## config.mk

```make
export PLATFORM = sky130hd
export DESIGN_NAME = ex_operand_stage_flat
export DESIGN_NICKNAME = d
export VERILOG_FILES = /design/src/rtl/ex_operand_if.sv /design/src/rtl/ex_operand_stage.sv /design/src/flat_wrapper.sv
export SDC_FILE = /design/constraint.sdc
export NUM_CORES = 1
export LEC_CHECK = 0
export ABC_AREA = 1
export BUFFER_PORTS_ARGS = -buffer_cell sky130_fd_sc_hd__buf_4
export CORE_MARGIN = 2
export CORE_UTILIZATION = 48
export CTS_CLUSTER_SIZE = 40
export DETAILED_ROUTE_END_ITERATION = 10
export PLACE_DENSITY_LB_ADDON = 0.2
export SLEW_MARGIN = 10
export SYNTH_ARGS = -nofsm -noshare
export SYNTH_HDL_FRONTEND = slang
export SYNTH_SLANG_ARGS = --single-unit
```

## constraint.sdc

```tcl
create_clock -name clk -period 2.02 [get_ports clk]
set_clock_uncertainty 0.15 [all_clocks]
set_input_delay 0.202 -clock clk [delete_from_list [all_inputs] [get_ports clk]]
set_output_delay 0.202 -clock clk [all_outputs]
set_load 0.02 [all_outputs]
```

## src/rtl/ex_operand_if.sv

```systemverilog
// ID/EX operand-stage bundle: decoded ID fields, EX/MEM and MEM/WB forwarding
// sources, ALU zero flag in; ALU operands, EX controls, stall and flush out.
interface ex_operand_if #(
  parameter int DATA_W = 32,
  parameter int REG_AW = 5
);
  logic              id_valid;
  logic [DATA_W-1:0] id_ReadData1;
  logic [DATA_W-1:0] id_ReadData2;
  logic [DATA_W-1:0] id_Imm;
  logic [REG_AW-1:0] id_Rs;
  logic [REG_AW-1:0] id_Rt;
  logic [REG_AW-1:0] id_Rd;
  logic              id_ALUSrc;
  logic              id_RegDst;
  logic              id_MemRead;
  logic              id_MemWrite;
  logic              id_RegWrite;
  logic              id_MemtoReg;
  logic              id_Branch;
  logic [3:0]        id_ALU_control;

  logic              mem_RegWrite;
  logic [REG_AW-1:0] mem_WriteReg;
  logic [DATA_W-1:0] mem_ALU_result;
  logic              wb_RegWrite;
  logic [REG_AW-1:0] wb_WriteReg;
  logic [DATA_W-1:0] wb_WriteData;
  logic              ZeroFlag;

  logic [DATA_W-1:0] ReadData1;
  logic [DATA_W-1:0] ReadData2;
  logic [3:0]        ALU_control;
  logic              ex_valid;
  logic [DATA_W-1:0] ex_StoreData;
  logic [REG_AW-1:0] ex_WriteReg;
  logic              ex_MemRead;
  logic              ex_MemWrite;
  logic              ex_RegWrite;
  logic              ex_MemtoReg;
  logic              stall;
  logic              flush;

  modport master (
    output id_valid, id_ReadData1, id_ReadData2, id_Imm, id_Rs, id_Rt, id_Rd,
           id_ALUSrc, id_RegDst, id_MemRead, id_MemWrite, id_RegWrite,
           id_MemtoReg, id_Branch, id_ALU_control,
           mem_RegWrite, mem_WriteReg, mem_ALU_result,
           wb_RegWrite, wb_WriteReg, wb_WriteData, ZeroFlag,
    input  ReadData1, ReadData2, ALU_control, ex_valid, ex_StoreData,
           ex_WriteReg, ex_MemRead, ex_MemWrite, ex_RegWrite, ex_MemtoReg,
           stall, flush
  );

  modport slave (
    input  id_valid, id_ReadData1, id_ReadData2, id_Imm, id_Rs, id_Rt, id_Rd,
           id_ALUSrc, id_RegDst, id_MemRead, id_MemWrite, id_RegWrite,
           id_MemtoReg, id_Branch, id_ALU_control,
           mem_RegWrite, mem_WriteReg, mem_ALU_result,
           wb_RegWrite, wb_WriteReg, wb_WriteData, ZeroFlag,
    output ReadData1, ReadData2, ALU_control, ex_valid, ex_StoreData,
           ex_WriteReg, ex_MemRead, ex_MemWrite, ex_RegWrite, ex_MemtoReg,
           stall, flush
  );
endinterface

```

## src/rtl/ex_operand_stage.sv

```systemverilog
// ID/EX pipeline register with EX/MEM and MEM/WB forwarding, branch flush and
// load-use stall. Load-use detection is built only when LOAD_USE_STALL_EN is defined.
module ex_operand_stage #(
  parameter int DATA_W = 32,
  parameter int REG_AW = 5
) (
  input  logic         clk,
  input  logic         rst_n,
  ex_operand_if.slave  io_ex
);

  logic              r_valid;
  logic [DATA_W-1:0] r_rd1;
  logic [DATA_W-1:0] r_rd2;
  logic [DATA_W-1:0] r_imm;
  logic [REG_AW-1:0] r_rs;
  logic [REG_AW-1:0] r_rt;
  logic [REG_AW-1:0] r_wreg;
  logic              r_alusrc;
  logic              r_memread;
  logic              r_memwrite;
  logic              r_regwrite;
  logic              r_memtoreg;
  logic              r_branch;
  logic [3:0]        r_alu_ctl;

  logic [DATA_W-1:0] w_fwd_rs;
  logic [DATA_W-1:0] w_fwd_rt;
  logic              w_flush;
  logic              w_stall;
  logic              w_load;

  // EX/MEM is checked first so it always overrides MEM/WB; r0 is never forwarded
  always_comb begin
    w_fwd_rs = r_rd1;
    if (r_rs != '0 && io_ex.mem_RegWrite && io_ex.mem_WriteReg == r_rs)
      w_fwd_rs = io_ex.mem_ALU_result;
    else if (r_rs != '0 && io_ex.wb_RegWrite && io_ex.wb_WriteReg == r_rs)
      w_fwd_rs = io_ex.wb_WriteData;
  end

  always_comb begin
    w_fwd_rt = r_rd2;
    if (r_rt != '0 && io_ex.mem_RegWrite && io_ex.mem_WriteReg == r_rt)
      w_fwd_rt = io_ex.mem_ALU_result;
    else if (r_rt != '0 && io_ex.wb_RegWrite && io_ex.wb_WriteReg == r_rt)
      w_fwd_rt = io_ex.wb_WriteData;
  end

  assign w_flush = r_valid && r_branch && io_ex.ZeroFlag;

`ifdef LOAD_USE_STALL_EN
  assign w_stall = io_ex.id_valid && r_valid && r_memread && (r_wreg != '0) &&
                   ((r_wreg == io_ex.id_Rs) || (r_wreg == io_ex.id_Rt)) && !w_flush;
`else
  assign w_stall = 1'b0;
`endif

  assign w_load = io_ex.id_valid && !w_flush && !w_stall;

  // Anything other than a clean load (flush, stall, empty ID) becomes a full bubble
  always_ff @(posedge clk or negedge rst_n) begin
    if (!rst_n) begin
      r_valid    <= 1'b0;
      r_rd1      <= '0;
      r_rd2      <= '0;
      r_imm      <= '0;
      r_rs       <= '0;
      r_rt       <= '0;
      r_wreg     <= '0;
      r_alusrc   <= 1'b0;
      r_memread  <= 1'b0;
      r_memwrite <= 1'b0;
      r_regwrite <= 1'b0;
      r_memtoreg <= 1'b0;
      r_branch   <= 1'b0;
      r_alu_ctl  <= 4'b0000;
    end else if (w_load) begin
      r_valid    <= 1'b1;
      r_rd1      <= io_ex.id_ReadData1;
      r_rd2      <= io_ex.id_ReadData2;
      r_imm      <= io_ex.id_Imm;
      r_rs       <= io_ex.id_Rs;
      r_rt       <= io_ex.id_Rt;
      r_wreg     <= io_ex.id_RegDst ? io_ex.id_Rd : io_ex.id_Rt;
      r_alusrc   <= io_ex.id_ALUSrc;
      r_memread  <= io_ex.id_MemRead;
      r_memwrite <= io_ex.id_MemWrite;
      r_regwrite <= io_ex.id_RegWrite;
      r_memtoreg <= io_ex.id_MemtoReg;
      r_branch   <= io_ex.id_Branch;
      r_alu_ctl  <= io_ex.id_ALU_control;
    end else begin
      r_valid    <= 1'b0;
      r_rd1      <= '0;
      r_rd2      <= '0;
      r_imm      <= '0;
      r_rs       <= '0;
      r_rt       <= '0;
      r_wreg     <= '0;
      r_alusrc   <= 1'b0;
      r_memread  <= 1'b0;
      r_memwrite <= 1'b0;
      r_regwrite <= 1'b0;
      r_memtoreg <= 1'b0;
      r_branch   <= 1'b0;
      r_alu_ctl  <= 4'b0000;
    end
  end

  assign io_ex.ReadData1    = w_fwd_rs;
  assign io_ex.ReadData2    = r_alusrc ? r_imm : w_fwd_rt;
  assign io_ex.ex_StoreData = w_fwd_rt;
  assign io_ex.ALU_control  = r_alu_ctl;
  assign io_ex.ex_valid     = r_valid;
  assign io_ex.ex_WriteReg  = r_wreg;
  assign io_ex.ex_MemRead   = r_memread;
  assign io_ex.ex_MemWrite  = r_memwrite;
  assign io_ex.ex_RegWrite  = r_regwrite;
  assign io_ex.ex_MemtoReg  = r_memtoreg;
  assign io_ex.stall        = w_stall;
  assign io_ex.flush        = w_flush;

endmodule

```

## src/flat_wrapper.sv

```systemverilog
// flat-port wrapper written by rule: the top's interface ports become plain ports
module ex_operand_stage_flat 
#(
  parameter int DATA_W = 32,
  parameter int REG_AW = 5
)
  (clk, rst_n, io_ex_id_valid, io_ex_id_ReadData1, io_ex_id_ReadData2, io_ex_id_Imm, io_ex_id_Rs, io_ex_id_Rt, io_ex_id_Rd, io_ex_id_ALUSrc, io_ex_id_RegDst, io_ex_id_MemRead, io_ex_id_MemWrite, io_ex_id_RegWrite, io_ex_id_MemtoReg, io_ex_id_Branch, io_ex_id_ALU_control, io_ex_mem_RegWrite, io_ex_mem_WriteReg, io_ex_mem_ALU_result, io_ex_wb_RegWrite, io_ex_wb_WriteReg, io_ex_wb_WriteData, io_ex_ZeroFlag, io_ex_ReadData1, io_ex_ReadData2, io_ex_ALU_control, io_ex_ex_valid, io_ex_ex_StoreData, io_ex_ex_WriteReg, io_ex_ex_MemRead, io_ex_ex_MemWrite, io_ex_ex_RegWrite, io_ex_ex_MemtoReg, io_ex_stall, io_ex_flush);
  ex_operand_if #(.DATA_W(DATA_W), .REG_AW(REG_AW)) io_ex_i ();
  input  logic clk;
  input  logic rst_n;
  input wire logic [$bits(io_ex_i.id_valid)-1:0] io_ex_id_valid;
  input wire logic [$bits(io_ex_i.id_ReadData1)-1:0] io_ex_id_ReadData1;
  input wire logic [$bits(io_ex_i.id_ReadData2)-1:0] io_ex_id_ReadData2;
  input wire logic [$bits(io_ex_i.id_Imm)-1:0] io_ex_id_Imm;
  input wire logic [$bits(io_ex_i.id_Rs)-1:0] io_ex_id_Rs;
  input wire logic [$bits(io_ex_i.id_Rt)-1:0] io_ex_id_Rt;
  input wire logic [$bits(io_ex_i.id_Rd)-1:0] io_ex_id_Rd;
  input wire logic [$bits(io_ex_i.id_ALUSrc)-1:0] io_ex_id_ALUSrc;
  input wire logic [$bits(io_ex_i.id_RegDst)-1:0] io_ex_id_RegDst;
  input wire logic [$bits(io_ex_i.id_MemRead)-1:0] io_ex_id_MemRead;
  input wire logic [$bits(io_ex_i.id_MemWrite)-1:0] io_ex_id_MemWrite;
  input wire logic [$bits(io_ex_i.id_RegWrite)-1:0] io_ex_id_RegWrite;
  input wire logic [$bits(io_ex_i.id_MemtoReg)-1:0] io_ex_id_MemtoReg;
  input wire logic [$bits(io_ex_i.id_Branch)-1:0] io_ex_id_Branch;
  input wire logic [$bits(io_ex_i.id_ALU_control)-1:0] io_ex_id_ALU_control;
  input wire logic [$bits(io_ex_i.mem_RegWrite)-1:0] io_ex_mem_RegWrite;
  input wire logic [$bits(io_ex_i.mem_WriteReg)-1:0] io_ex_mem_WriteReg;
  input wire logic [$bits(io_ex_i.mem_ALU_result)-1:0] io_ex_mem_ALU_result;
  input wire logic [$bits(io_ex_i.wb_RegWrite)-1:0] io_ex_wb_RegWrite;
  input wire logic [$bits(io_ex_i.wb_WriteReg)-1:0] io_ex_wb_WriteReg;
  input wire logic [$bits(io_ex_i.wb_WriteData)-1:0] io_ex_wb_WriteData;
  input wire logic [$bits(io_ex_i.ZeroFlag)-1:0] io_ex_ZeroFlag;
  output wire logic [$bits(io_ex_i.ReadData1)-1:0] io_ex_ReadData1;
  output wire logic [$bits(io_ex_i.ReadData2)-1:0] io_ex_ReadData2;
  output wire logic [$bits(io_ex_i.ALU_control)-1:0] io_ex_ALU_control;
  output wire logic [$bits(io_ex_i.ex_valid)-1:0] io_ex_ex_valid;
  output wire logic [$bits(io_ex_i.ex_StoreData)-1:0] io_ex_ex_StoreData;
  output wire logic [$bits(io_ex_i.ex_WriteReg)-1:0] io_ex_ex_WriteReg;
  output wire logic [$bits(io_ex_i.ex_MemRead)-1:0] io_ex_ex_MemRead;
  output wire logic [$bits(io_ex_i.ex_MemWrite)-1:0] io_ex_ex_MemWrite;
  output wire logic [$bits(io_ex_i.ex_RegWrite)-1:0] io_ex_ex_RegWrite;
  output wire logic [$bits(io_ex_i.ex_MemtoReg)-1:0] io_ex_ex_MemtoReg;
  output wire logic [$bits(io_ex_i.stall)-1:0] io_ex_stall;
  output wire logic [$bits(io_ex_i.flush)-1:0] io_ex_flush;
  assign io_ex_i.id_valid = io_ex_id_valid;
  assign io_ex_i.id_ReadData1 = io_ex_id_ReadData1;
  assign io_ex_i.id_ReadData2 = io_ex_id_ReadData2;
  assign io_ex_i.id_Imm = io_ex_id_Imm;
  assign io_ex_i.id_Rs = io_ex_id_Rs;
  assign io_ex_i.id_Rt = io_ex_id_Rt;
  assign io_ex_i.id_Rd = io_ex_id_Rd;
  assign io_ex_i.id_ALUSrc = io_ex_id_ALUSrc;
  assign io_ex_i.id_RegDst = io_ex_id_RegDst;
  assign io_ex_i.id_MemRead = io_ex_id_MemRead;
  assign io_ex_i.id_MemWrite = io_ex_id_MemWrite;
  assign io_ex_i.id_RegWrite = io_ex_id_RegWrite;
  assign io_ex_i.id_MemtoReg = io_ex_id_MemtoReg;
  assign io_ex_i.id_Branch = io_ex_id_Branch;
  assign io_ex_i.id_ALU_control = io_ex_id_ALU_control;
  assign io_ex_i.mem_RegWrite = io_ex_mem_RegWrite;
  assign io_ex_i.mem_WriteReg = io_ex_mem_WriteReg;
  assign io_ex_i.mem_ALU_result = io_ex_mem_ALU_result;
  assign io_ex_i.wb_RegWrite = io_ex_wb_RegWrite;
  assign io_ex_i.wb_WriteReg = io_ex_wb_WriteReg;
  assign io_ex_i.wb_WriteData = io_ex_wb_WriteData;
  assign io_ex_i.ZeroFlag = io_ex_ZeroFlag;
  assign io_ex_ReadData1 = io_ex_i.ReadData1;
  assign io_ex_ReadData2 = io_ex_i.ReadData2;
  assign io_ex_ALU_control = io_ex_i.ALU_control;
  assign io_ex_ex_valid = io_ex_i.ex_valid;
  assign io_ex_ex_StoreData = io_ex_i.ex_StoreData;
  assign io_ex_ex_WriteReg = io_ex_i.ex_WriteReg;
  assign io_ex_ex_MemRead = io_ex_i.ex_MemRead;
  assign io_ex_ex_MemWrite = io_ex_i.ex_MemWrite;
  assign io_ex_ex_RegWrite = io_ex_i.ex_RegWrite;
  assign io_ex_ex_MemtoReg = io_ex_i.ex_MemtoReg;
  assign io_ex_stall = io_ex_i.stall;
  assign io_ex_flush = io_ex_i.flush;
  ex_operand_stage #(.DATA_W(DATA_W), .REG_AW(REG_AW)) u_core (.clk(clk), .rst_n(rst_n), .io_ex(io_ex_i));
endmodule
```

==> run summary, run 1 <==
Outcome: did not finish
Stopped at: global routing (5_1_grt)
Stop Error: [ERROR GRT-0232] Routing congestion too high. Check the congestion heatmap in the GUI.
Grt ovf: 136
Largest family of logic cells by synthesized area: simple AND/OR/NAND/NOR gates
Xor/xnor share of the synthesized area: 0.256%
Mean Syn Cell Area: 7.07 µm²
Rows: 43
Distinct cells, synth: 30
H-tree Lvls: 4
Port bufs: 312
Syn_nets: 1,169
Multiplexer share of the synthesized area: 0%
Synth Warn #: 0
Post-Synth Simple-Gate Area: 35.7%
Initial Util: 49.2%
Die X-Extent: 123 µm
CTS root buffer: clkbuf_16
Number of synthesized register bits: 122
Global-route usage over all layers: 79.4%
Worst endpoint type: primary output
Detailed Place HPWL: 16.6 mm
Synth Area in Compound Gates: 3.57%
Clock buffer count from CTS: 17
Post-Syn Area: 0.00684 mm²
Synthesized instance count: 967
Pin count of the biggest net entering global routing: 50
Sink Count: 122
Synth Area in Adders: 0%
RD Place Congestion: 0.952
Ports: 314
Seq/Total Area, Yosys: 44.7%
CTS max path bufs: 2
Worst Endpoint after GRT Repair: io_ex_ReadData2[21]
Height of the die: 123 µm
## Yosys cell counts
master,instances,area share [%]
o211ai_1,1,0.11
or2_0,1,0.092
buf_1,6,0.33
nor3_2,1,0.15
and2_1,32,2.9
o31ai_1,1,0.11
nor2_2,2,0.18
a21oi_1,7,0.51
inv_2,10,0.55
buf_4,9,0.99
inv_1,197,11
nor2_4,3,0.49
conb_1,1,0.055
nor3b_2,1,0.18
buf_2,22,1.6
a21oi_2,1,0.13
nor3_1,2,0.15
clkbuf_1,9,0.49
buf_6,6,0.99
o21ai_1,35,2.6
o21ai_0,2,0.15
nand3_1,133,9.7
xnor2_1,1,0.13
dfrtp_1,122,45
xor2_1,1,0.13
nor2_1,131,7.2
nand2_1,193,11
nand4_1,1,0.092
nand3b_1,32,3.5
nand2_2,4,0.37
## cell families after synthesis
| family | count (synthesis) |
|---|---|
| AND/OR/NAND/NOR | 536 |
| buffers and inverters | 259 |
| flip-flops | 122 |
| AO/OA/AOI/OAI | 47 |
| XOR/XNOR | 2 |
| other | 1 |
## per-stage QoR
| stage | hold WS (ns) | utilization [%] | worst slack [ns] | instances | cell area, µm² |
|---|---|---|---|---|---|
| after detailed placement | 0.0416 | 68.7 | -0.00417 | 1437 | 9530 |
| after floorplan | -0.244 | - | 0.245 | 967 | 6840 |
| after global placement | 0.0371 | 68.7 | -0.0284 | 1437 | 9530 |
| after CTS | 0.00989 | 88.0 | -0.369 | 1606 | 12200 |
## routing by layer
layer	GRT overflow	global-route usage (%)
met5	0	15.3
met4	52	87.6
met3	2	62.8
met2	81	96.8
met1	1	77.2
## repair_timing
| item | in CTS |
|---|---|
| hold buffers | 126 |
| gates resized for setup | 157 |
| endpoints found under the setup margin | 96 |
| buffers inserted | 8 |
| cloned | 4 |
| pin swaps | 30 |
| hold endpoints to repair | 154 |
==> inputs of run 2 (changes only) <==
CORE_UTILIZATION = 35   (was 48)
CTS_CLUSTER_SIZE = not set   (was 40)
PLACE_DENSITY_LB_ADDON = 0.15   (was 0.2)
==> run 2 against run 1 <==
The flow now finishes, with violations (negative setup slack). Synthesized cell count did not move. Synthesized area did not move.
==> run summary, run 2 <==
DR vias: 8,036
CTS tree: done
Initial antenna violation count: 0
Async set or reset register ratio after synthesis: 100% (unchanged)
Unrepaired setup endpoints after global routing: yes
Worst VDD drop: 0.556 mV
Pre-antenna DRT Iters: 4
CTS max path bufs: 2 (unchanged)
CP max FO: 6
Yosys top cell area share: 44.7% (unchanged)
Footprint of the multi-input gates: 0.00399 mm²
Final wirelength: 29.8 mm
Reg clk slew, reported paths: 0.06 ns
Final setup viols: 96
Clock latency on the worst-skew pair: 0.41 ns
H-tree Lvls: 4 (unchanged)
R2r endpoint: u_core.r_rd1[28]
Worst EP required: 1.67 ns
Pins over their slew limit: 0
Rows: 51 (+19%)
Fillers: 1,460
Ys flop type: dfrtp_1
Commonest non-fill, non-tap cell in the layout: buf_4
CP Launch Type: flop
FF-to-FF path depth: 4
Crit path kind: flop to primary output
Grt ovf: 0
Core area: 0.0193 mm²
Seq/Total Area, Yosys: 44.7% (unchanged)
P&R area growth vs syn: 100%
Ports: 314 (unchanged)
Ranking of synthesized cells by area: dfrtp_1 45%, inv_1 11%, nand2_1 11%
Mean Syn Cell Area: 7.07 µm² (unchanged)
Post-route clock period utilization: 124%
Failing checks: negative setup slack
RD Place Congestion: 0.923 (-3.1%)
Die Footprint: 0.0207 mm²
Critical Path AT: 2.15 ns
FMAX: 399 MHz
ANT cells: 0
Pwr Total: 8.01 mW
Vias in the first global route: 8,368
Detailed Place HPWL: 17.1 mm (+3.0%)
Final Hold Fails: 0
Largest area contributor in the netlist: dfrtp_1
Post-Syn Area: 0.00684 mm² (unchanged)
Max-cap violations: 0
Synth Warn #: 0 (unchanged)
First-pass GRT wire length: 42.6 mm
DRT iter0 DRCs: 346
Hold Crit Depth: 4
R2R Path Start: u_core.io_ex.ex_valid
Syn_nets: 1,169 (unchanged)
Worst min-delay path class: primary input to flop
CTS root buffer: clkbuf_16
Distinct cells, synth: 30 (unchanged)
Most common cell in the netlist: inv_1
Final min period: 2.51 ns
Top flop regs: u_core.r_imm: 32 flops, u_core.r_rd1: 32 flops, u_core.r_rd2: 32 flops
Layout cell share with drive strength beyond 1: 46.1%
Reg area: 0.00305 mm²
PD cells: 585 mW/mm²
P_leak: 7.31 nW
Synth top cells by count: 197 x inv_1, 193 x nand2_1, 133 x nand3_1
Die X-Extent: 144 µm (+17%)
PnR worst setup slack: -0.485 ns
Number of routed nets with antenna violations: 0
Synthesized instance count: 967 (unchanged)
Initial Util: 35.4% (-14 points)
Cell Area, Placed: 0.00962 mm² (+0.92%)
Port bufs: 312 (unchanged)
Outcome: finished with violations
Global-route usage over all layers: 27.0%
Post-synth EDFFs: 0 (unchanged)
Routed WL per cell: 17.5 µm
Most frequent cells in the layout: 227 x buf_4, 196 x inv_1, 131 x nor2_1
Setup crit end kind: primary output
DRC Markers: 0
Slew headroom: 65.8%
Height of the die: 144 µm (+17%)
FF-to-FF setup slack: 0.54 ns
Clock buffer count from CTS: 17 (unchanged)
Pin count of the biggest net entering global routing: 56
Number of nets in the layout: 1,630
DR vias/cell: 4.71
Hold Crit Start: io_ex_id_valid
Number of synthesized register bits: 122 (unchanged)
Worst-margin pin slew: 0.513 ns
Sink Count: 122 (unchanged)
Hold EP: u_core.io_ex.ex_valid
Final Cell Area: 0.0137 mm²
==> run 2: stage by stage <==
step | std cells | TNS [ns] | hold slack [ns] | setup WS, ns | util [%]
after floorplan | 967 | 0 | -0.244 | 0.245 | -
after global placement | 1519 | -0.0326 | 0.0318 | -0.0267 | 49.8
after detailed placement | 1519 | -0.0473 | 0.0376 | -0.0274 | 49.8
after CTS | 1697 | -37.86 | 0.0865 | -0.450 | 65.7
after global routing | 1706 | -52.60 | 0.0953 | -0.627 | 70.8
final | 1706 | -41.22 | 0.0989 | -0.485 | 70.8
==> run 2: kinds of logic (layout without fill, tap and decap cells) <==
family | Yosys count | in the layout | synth area share (%)
xor+xnor | 2 | 2 | 0.256
flops | 122 | 122 | 44.7
other cells | 1 | 1 | 0.0549
buf+inv | 259 | 733 | 15.8
compound gates | 47 | 47 | 3.57
simple gates | 536 | 536 | 35.7
==> run 2: cell type report <==
| cell class | count | share of cell area (%) |
|---|---|---|
| repair buffers | 494 | 36.2 |
| clock inverters | 13 | 1.05 |
| flip-flops and latches | 122 | 22.3 |
| multi-input cells | 586 | 29.1 |
| inverters | 207 | 5.68 |
| well taps | 265 | 2.42 |
| clock buffers | 19 | 3.24 |
==> run 2: report_power, final <==
group / switching [mW] / total [mW] / internal, mW
Clock: 1.19 / 3.05 / 1.86
Sequential: 0.0552 / 2.63 / 2.58
Combinational: 1.14 / 2.32 / 1.19
Total: 2.38 / 8.01 / 5.62
==> run 2: critical path, stage by stage (launching register included) <==
cell     delay (ns)
dfrtp_2        0.44
a21oi_2        0.19
nand2_2        0.09
nor2_4         0.19
nand2_4        0.17
buf_8          0.18
nand2_2        0.06
nand3_2        0.09
nand3_2        0.13
nand2_2        0.07
buf_6          0.13
==> run 2: timing repair <==
item	in CTS	in global routing
resized for setup	221	206
cloned	9	6
hold endpoints to repair	169	0
hold buffers	127	0
buffers inserted	10	4
pin swaps	43	54
endpoints found under the setup margin	96	96
==> run 2: metal layers <==
layer  global-route usage, %  vias up  part of all wire, %
li1                        -     3827                    -
met1                    30.8     3860                   39
met2                    49.3      285                   53
met3                    6.30       64                  5.8
met4                    9.49        0                  2.8
met5                       0        -                    0
==> run 2: worst max-delay path by stage <==
stage / end / start / slack, ns / cells after the start
finish: io_ex_ReadData2[7] / u_core.r_rt[3] / -0.49 / 10
global route: io_ex_ReadData2[12] / u_core.r_rt[3] / -0.63 / 13
CTS: io_ex_ReadData2[0] / u_core.r_rt[3] / -0.45 / 12
detailed placement: io_ex_ReadData2[0] / u_core.r_rt[3] / -0.03 / 12
global placement: io_ex_ReadData2[0] / u_core.r_rt[3] / -0.03 / 12
floorplan: io_ex_ReadData1[10] / u_core.r_rs[3] / 0.25 / 5
Power figures use the tool's default switching activity.
==> inputs of run 3 (changes only) <==
CTS_CLUSTER_DIAMETER = 40   (was not set)
REMOVE_ABC_BUFFERS = 1   (was not set)
==> run 3 against run 2 <==
The run still ends with negative setup slack left. Combinational power decreased by 12%. Via count down 2.1%. Clock power grew 7.5%. Die area unchanged. Sequential share of layout area up 1.9 points. Non-clock buffer count increased by 7. Utilization fell by 5.5 points. Critical path depth is 3 higher. Fmax up 0.86%.
==> run summary, run 3 (synthesis results as in run 2) <==
Outcome: finished with violations
Failing checks: negative setup slack
Ports: 314 (unchanged)
Final Cell Area: 0.0126 mm² (-7.8%)
Reg clk slew, reported paths: 0.06 ns (about the same)
Global-route usage over all layers: 25.2% (-1.8 points)
P&R area growth vs syn: 84.6%
CTS max path bufs: 2 (unchanged)
DRT iter0 DRCs: 381 (+10%)
Commonest non-fill, non-tap cell in the layout: buf_4
CTS root buffer: clkbuf_16
Clock buffer count from CTS: 17 (unchanged)
Number of nets in the layout: 1,637 (+0.43%)
DR vias/cell: 4.59 (-2.5%)
Worst VDD drop: 0.546 mV (-1.8%)
Post-route clock period utilization: 123% (-1.1 points)
Switching share of power: 28.3% (-1.5 points)
Final wirelength: 28.2 mm (-5.4%)
Critical Path AT: 2.13 ns (-0.02 ns)
Die Footprint: 0.0207 mm² (unchanged)
Met2 Routed Length: 14.3 mm (-9.5%)
Final min period: 2.48 ns (-0.0214 ns)
Fillers: 1,632 (+12%)
Grt ovf: 0 (unchanged)
DRC Markers: 0 (unchanged)
Number of routed nets with antenna violations: 0 (unchanged)
Setup total negative slack: -38.06 ns (+3.16 ns)
PD cells: 631 mW/mm² (+7.8%)
Most frequent cells in the layout: 298 x buf_4, 195 x inv_1, 171 x nand2_1
Comb power frac: 25.8% (-3.2 points)
First-pass GRT wire length: 39.5 mm (-7.2%)
Initial antenna violation count: 1 (+1)
P_leak: 7.00 nW (-4.2%)
Post-Layout Cell Count: 1,714 (+0.47%)
FMAX: 403 MHz (+0.86%)
DR vias: 7,871 (-2.1%)
Sequential share of power: 33.0% (about the same)
Unrepaired setup endpoints after global routing: yes
Height of the die: 144 µm (unchanged)
Pre-antenna DRT Iters: 5 (+1)
Clock share of power: 41.3% (+3.2 points)
CP Launch Type: flop
Layout cell share with drive strength beyond 1: 34.9% (-11 points)
Crit path kind: flop to primary output
Rows: 51 (unchanged)
Psw: 2.25 mW (-5.7%)
CTS tree: done
Cell Area, Placed: 0.00968 mm² (+0.59%)
Int Pwr: 5.71 mW (+1.5%)
Final setup viols: 96 (unchanged)
Initial Util: 35.4% (unchanged)
PnR worst setup slack: -0.464 ns (+0.0214 ns)
Port bufs: 312 (unchanged)
Core area: 0.0193 mm² (unchanged)
Top flop regs: u_core.r_imm: 32 flops, u_core.r_rd1: 32 flops, u_core.r_rd2: 32 flops
Placed Cells: 1,527 (+0.53%)
H-tree Lvls: 4 (unchanged)
CP max FO: 10 (+4)
Worst EP required: 1.67 ns (about the same)
Max-cap violations: 0 (unchanged)
RD Place Congestion: 0.831 (-10%)
Pin count of the biggest net entering global routing: 58 (+3.6%)
Pins over their slew limit: 0 (unchanged)
Vias in the first global route: 7,730 (-7.6%)
Sink Count: 122 (unchanged)
Setup crit end kind: primary output
Top Layer Used: met4
Final Hold Fails: 0 (unchanged)
WL met1: 11.3 mm (-1.7%)
Routed WL per cell: 16.5 µm (-5.8%)
Met3 WL: 1.72 mm (-0.23%)
Clock latency on the worst-skew pair: 0.42 ns (about the same)
Worst min-delay path class: primary input to flop
Detailed Place HPWL: 17.3 mm (+1.2%)
Die X-Extent: 144 µm (unchanged)
## run 3: power groups by stage
stage          sequential [mW]  clock (mW)  combinational, mW
5_1_grt                   2.63        3.46               2.21
3_3_place_gp              2.66           0               1.59
2_1_floorplan             2.68           0              0.726
4_1_cts                   2.62        3.34               1.89
3_5_place_dp              2.66           0               1.60
6_report                  2.62        3.28               2.05
## run 3: layout make-up
type / instances / area, µm² / share of cell area [%]
multi-input cells: 586 / 3080 / 24.4
clock buffers: 18 / 439 / 3.48
clock inverters: 14 / 195 / 1.55
diodes: 1 / 2.50 / 0.0198
repair buffers: 501 / 4740 / 37.5
flip-flops and latches: 122 / 3050 / 24.2
well taps: 265 / 332 / 2.63
inverters: 207 / 785 / 6.22
## run 3: path summary, 6_finish.rpt
kind / slack [ns] / from / cells after the start / end
hold reg to reg: 0.70 / u_core.r_branch / 4 / u_core.io_ex.ex_valid
setup reg to reg: 0.40 / u_core.io_ex.ex_valid / 5 / u_core.r_rd2[16]
hold / removal: 0.09 / io_ex_id_valid / 4 / u_core.io_ex.ex_valid
max in group asynchronous: 0.94 / rst_n / 3 / u_core.r_rd2[26]
min in group asynchronous: 0.14 / rst_n / 2 / u_core.io_ex.ex_WriteReg[4]
setup / recovery: -0.46 / u_core.r_rt[3] / 13 / io_ex_ReadData2[28]
## run 3: routing by layer
metal	vias up	track usage [%]
met5	-	0
met4	0	7.95
met3	60	5.86
met2	298	46.1
met1	3673	29.0
li1	3840	-
## run 3: through the flow
step,total power [mW],util (%),setup slack (ns),hold WS [ns]
3_3_place_gp,4.25,50.0,-0.0454,0.0416
3_5_place_dp,4.26,50.0,-0.0527,0.0427
4_1_cts,7.85,61.6,-0.447,0.0941
5_1_grt,8.30,65.3,-0.582,0.0996
6_report,7.96,65.3,-0.464,0.0870
2_1_floorplan,3.41,-,-5.73,-0.244
## run 3: critical path: stages (launching register included)
cell and delay, ns:
dfrtp_1 0.41, inv_2 0.08, nand2_2 0.06, nand2_2 0.05, inv_2 0.04, nand2_2 0.05, nor2_4 0.17, nand2_4 0.15
buf_12 0.18, nand2_1 0.07, nand3_1 0.11, nand3_1 0.10, nand2_1 0.08, buf_4 0.16
## run 3: timing repair
item | in CTS | in global routing
resized for setup | 52 | 100
setup endpoints to repair | 96 | 96
pin swaps | 25 | 23
buffers inserted | 7 | 6
hold buffers | 127 | 0
endpoints found under the hold margin | 161 | 0
gates cloned | 3 | 11
==> inputs of run 4 (changes only) <==
CAP_MARGIN = 20   (was not set)
clock period = 3.15 ns   (was 2.02 ns; I/O delays follow)
==> run 4 against run 3 <==
The run now ends clean. Combinational power down 46%. Power down 42%. Flip-flop and latch count unchanged. Cell count down 3.4%. Global-route usage down 1.7 points. Via count down 5.2%. Critical path type unchanged. Largest power group unchanged.
==> run summary, run 4 (synthesis results as in run 2) <==
Met3 GRT Util: 5.03% (-0.83 points)
Levels on crit path: 10 (-3)
Global-route usage over all layers: 23.5% (-1.7 points)
H-tree Lvls: 4 (unchanged)
PD cells: 416 mW/mm² (-34%)
DR vias/cell: 4.51 (-1.8%)
Final wirelength: 24.4 mm (-14%)
Worst VDD drop: 0.344 mV (-37%)
Most frequent cells in the layout: 323 x buf_4, 197 x inv_1, 193 x nand2_1
Vias in the first global route: 7,438 (-3.8%)
Post-Layout Cell Count: 1,656 (-3.4%)
Final setup viols: 0 (-100%)
Ports: 314 (unchanged)
P&R area growth vs syn: 62.6%
Busiest grt layer: met2
Fillers: 1,852 (+13%)
Crit path buffers/inverters: 3 (-1)
Max-cap violations: 0 (unchanged)
Final Hold Fails: 0 (unchanged)
Pin count of the biggest net entering global routing: 65 (+12%)
Initial antenna violation count: 0 (-1)
DR vias: 7,465 (-5.2%)
Worst EP required: 2.68 ns (+1.01 ns)
CTS root buffer: clkbuf_16
Die X-Extent: 144 µm (unchanged)
Pins over their slew limit: 0 (unchanged)
Grt ovf: 0 (unchanged)
FF-to-FF path depth: 4 (-1)
Pre-antenna DRT Iters: 4 (-1)
Final min period: 2.85 ns
Placed Cells: 1,506 (-1.4%)
Clock buffer count from CTS: 17 (unchanged)
CP max FO: 19 (+9)
Clock latency on the worst-skew pair: 0.40 ns (-0.02 ns)
DRT iter0 DRCs: 360 (-5.5%)
Critical path cell sequence: inv_2, nand3_1, nor3_2, nor2_4, nand2_2, buf_4, nand2_1, nand3_1, o21ai_1, buf_4
Commonest non-fill, non-tap cell in the layout: buf_4
Core area: 0.0193 mm² (unchanged)
CP Launch Type: flop
Routed WL per cell: 14.7 µm (-10%)
FF-to-FF setup slack: 1.48 ns (+1.08 ns)
Outcome: completed
Critical Path AT: 2.39 ns (+0.26 ns)
Worst min-delay path class: primary input to flop
First-pass GRT wire length: 37.6 mm (-4.6%)
Slew headroom: 52.1%
Detailed Place HPWL: 16.4 mm (-5.5%)
Worst-margin pin slew: 0.717 ns
CTS max path bufs: 2 (unchanged)
P_leak: 6.30 nW (-10%)
RD Place Congestion: 0.846 (+1.8%)
Number of nets in the layout: 1,580 (-3.5%)
Met2 Use GR: 43.4% (-2.8 points)
Hold Crit Depth: 3 (-1)
Footprint of the multi-input gates: 0.00273 mm² (-11%)
Reg clk slew, reported paths: 0.06 ns (about the same)
FMAX: 351 MHz
Height of the die: 144 µm (unchanged)
CTS tree: done
Crit-path max cell delay: 0.42 ns (about the same)
CP top delay family: simple AND/OR/NAND/NOR gates
Number of routed nets with antenna violations: 0 (unchanged)
Layout cell share with drive strength beyond 1: 27.4% (-7.6 points)
Setup crit end kind: primary output
Port bufs: 312 (unchanged)
Die Footprint: 0.0207 mm² (unchanged)
DRC Markers: 0 (unchanged)
Critical Path Slowest Stage Cell: dfrtp_1
Rows: 51 (unchanged)
GRT met1 Usage: 27.4% (-1.6 points)
ANT cells: 0 (-1)
Sink Count: 122 (unchanged)
Post-route clock period utilization: 90.5%
Top flop regs: u_core.r_imm: 32 flops, u_core.r_rd1: 32 flops, u_core.r_rd2: 32 flops
Reg area: 0.00305 mm² (unchanged)
Crit path kind: flop to primary output
Unrepaired setup endpoints after global routing: no
Worst hold slack: 0.0196 ns (-0.0673 ns)
Initial Util: 35.4% (unchanged)
run 4: changes by cell type in the layout (fill, tap and decap cells not counted), moves of 14 or more:
cell / change
nand2_2: -17
buf_12: -17
nand3_1: +27
buf_4: +25
o21ai_1: +14
nand3_2: -27
nand2_1: +22
o21ai_2: -14
buf_6: -40
run 4: metrics by stage:
step | cell area, µm² | TNS, ns | setup slack (ns) | power [mW] | utilization, %
2_1_floorplan | 6530 | -541.10 | -4.60 | 2.19 | -
5_1_grt | 11100 | 0 | 0.0779 | 4.84 | 57.5
3_3_place_gp | 9370 | 0 | 0.669 | 2.70 | 48.5
4_1_cts | 11100 | 0 | 0.185 | 4.66 | 57.5
3_5_place_dp | 9370 | 0 | 0.639 | 2.70 | 48.5
6_report | 11100 | 0 | 0.299 | 4.62 | 57.5
run 4: final timing paths:
check,to,startpoint
worst max-delay path,io_ex_ReadData1[12],u_core.r_rs[3]
worst min-delay path,u_core.io_ex.ex_WriteReg[1],io_ex_id_Rd[1]
worst max register to register,u_core.r_rt[2],u_core.io_ex.ex_valid
worst min register to register,u_core.io_ex.ex_valid,u_core.r_branch
max in group asynchronous,u_core.r_rd1[31],rst_n
min in group asynchronous,u_core.io_ex.ex_WriteReg[4],rst_n
run 4: power breakdown:
group | internal [mW] | total, mW | switching [mW] | leakage [nW]
registers | 1.65 | 1.68 | 0.0277 | 1.58
logic | 0.533 | 1.11 | 0.581 | 4.46
clock network | 1.07 | 1.83 | 0.754 | 0.261
total | 3.26 | 4.62 | 1.36 | 6.30
run 4: what timing repair did:
item	in CTS	in global routing
endpoints found under the setup margin	0	1
hold buffers	118	0
setup buffers	0	0
endpoints found under the hold margin	148	0
gates resized for setup	0	1
run 4: area by class of cell:
cell class / instances / area share [%]
multi-input combinational: 586 / 24.5
tap: 265 / 2.98
clock inverter: 12 / 0.822
clock buffer: 20 / 4.20
inverter: 207 / 6.99
timing repair buffer: 444 / 33.0
sequential: 122 / 27.5
run 4: layer usage:
metal  wire length (µm)  vias to the layer above
met5                  0                        -
met1               9990                     3485
met2              12500                      246
met3               1610                       22
met4                320                        0
li1                   -                     3712
run 4: worst min-delay path: stages:
cell and delay [ns]:
buf_4 0.08, a21oi_1 0.05, nor2_1 0.09
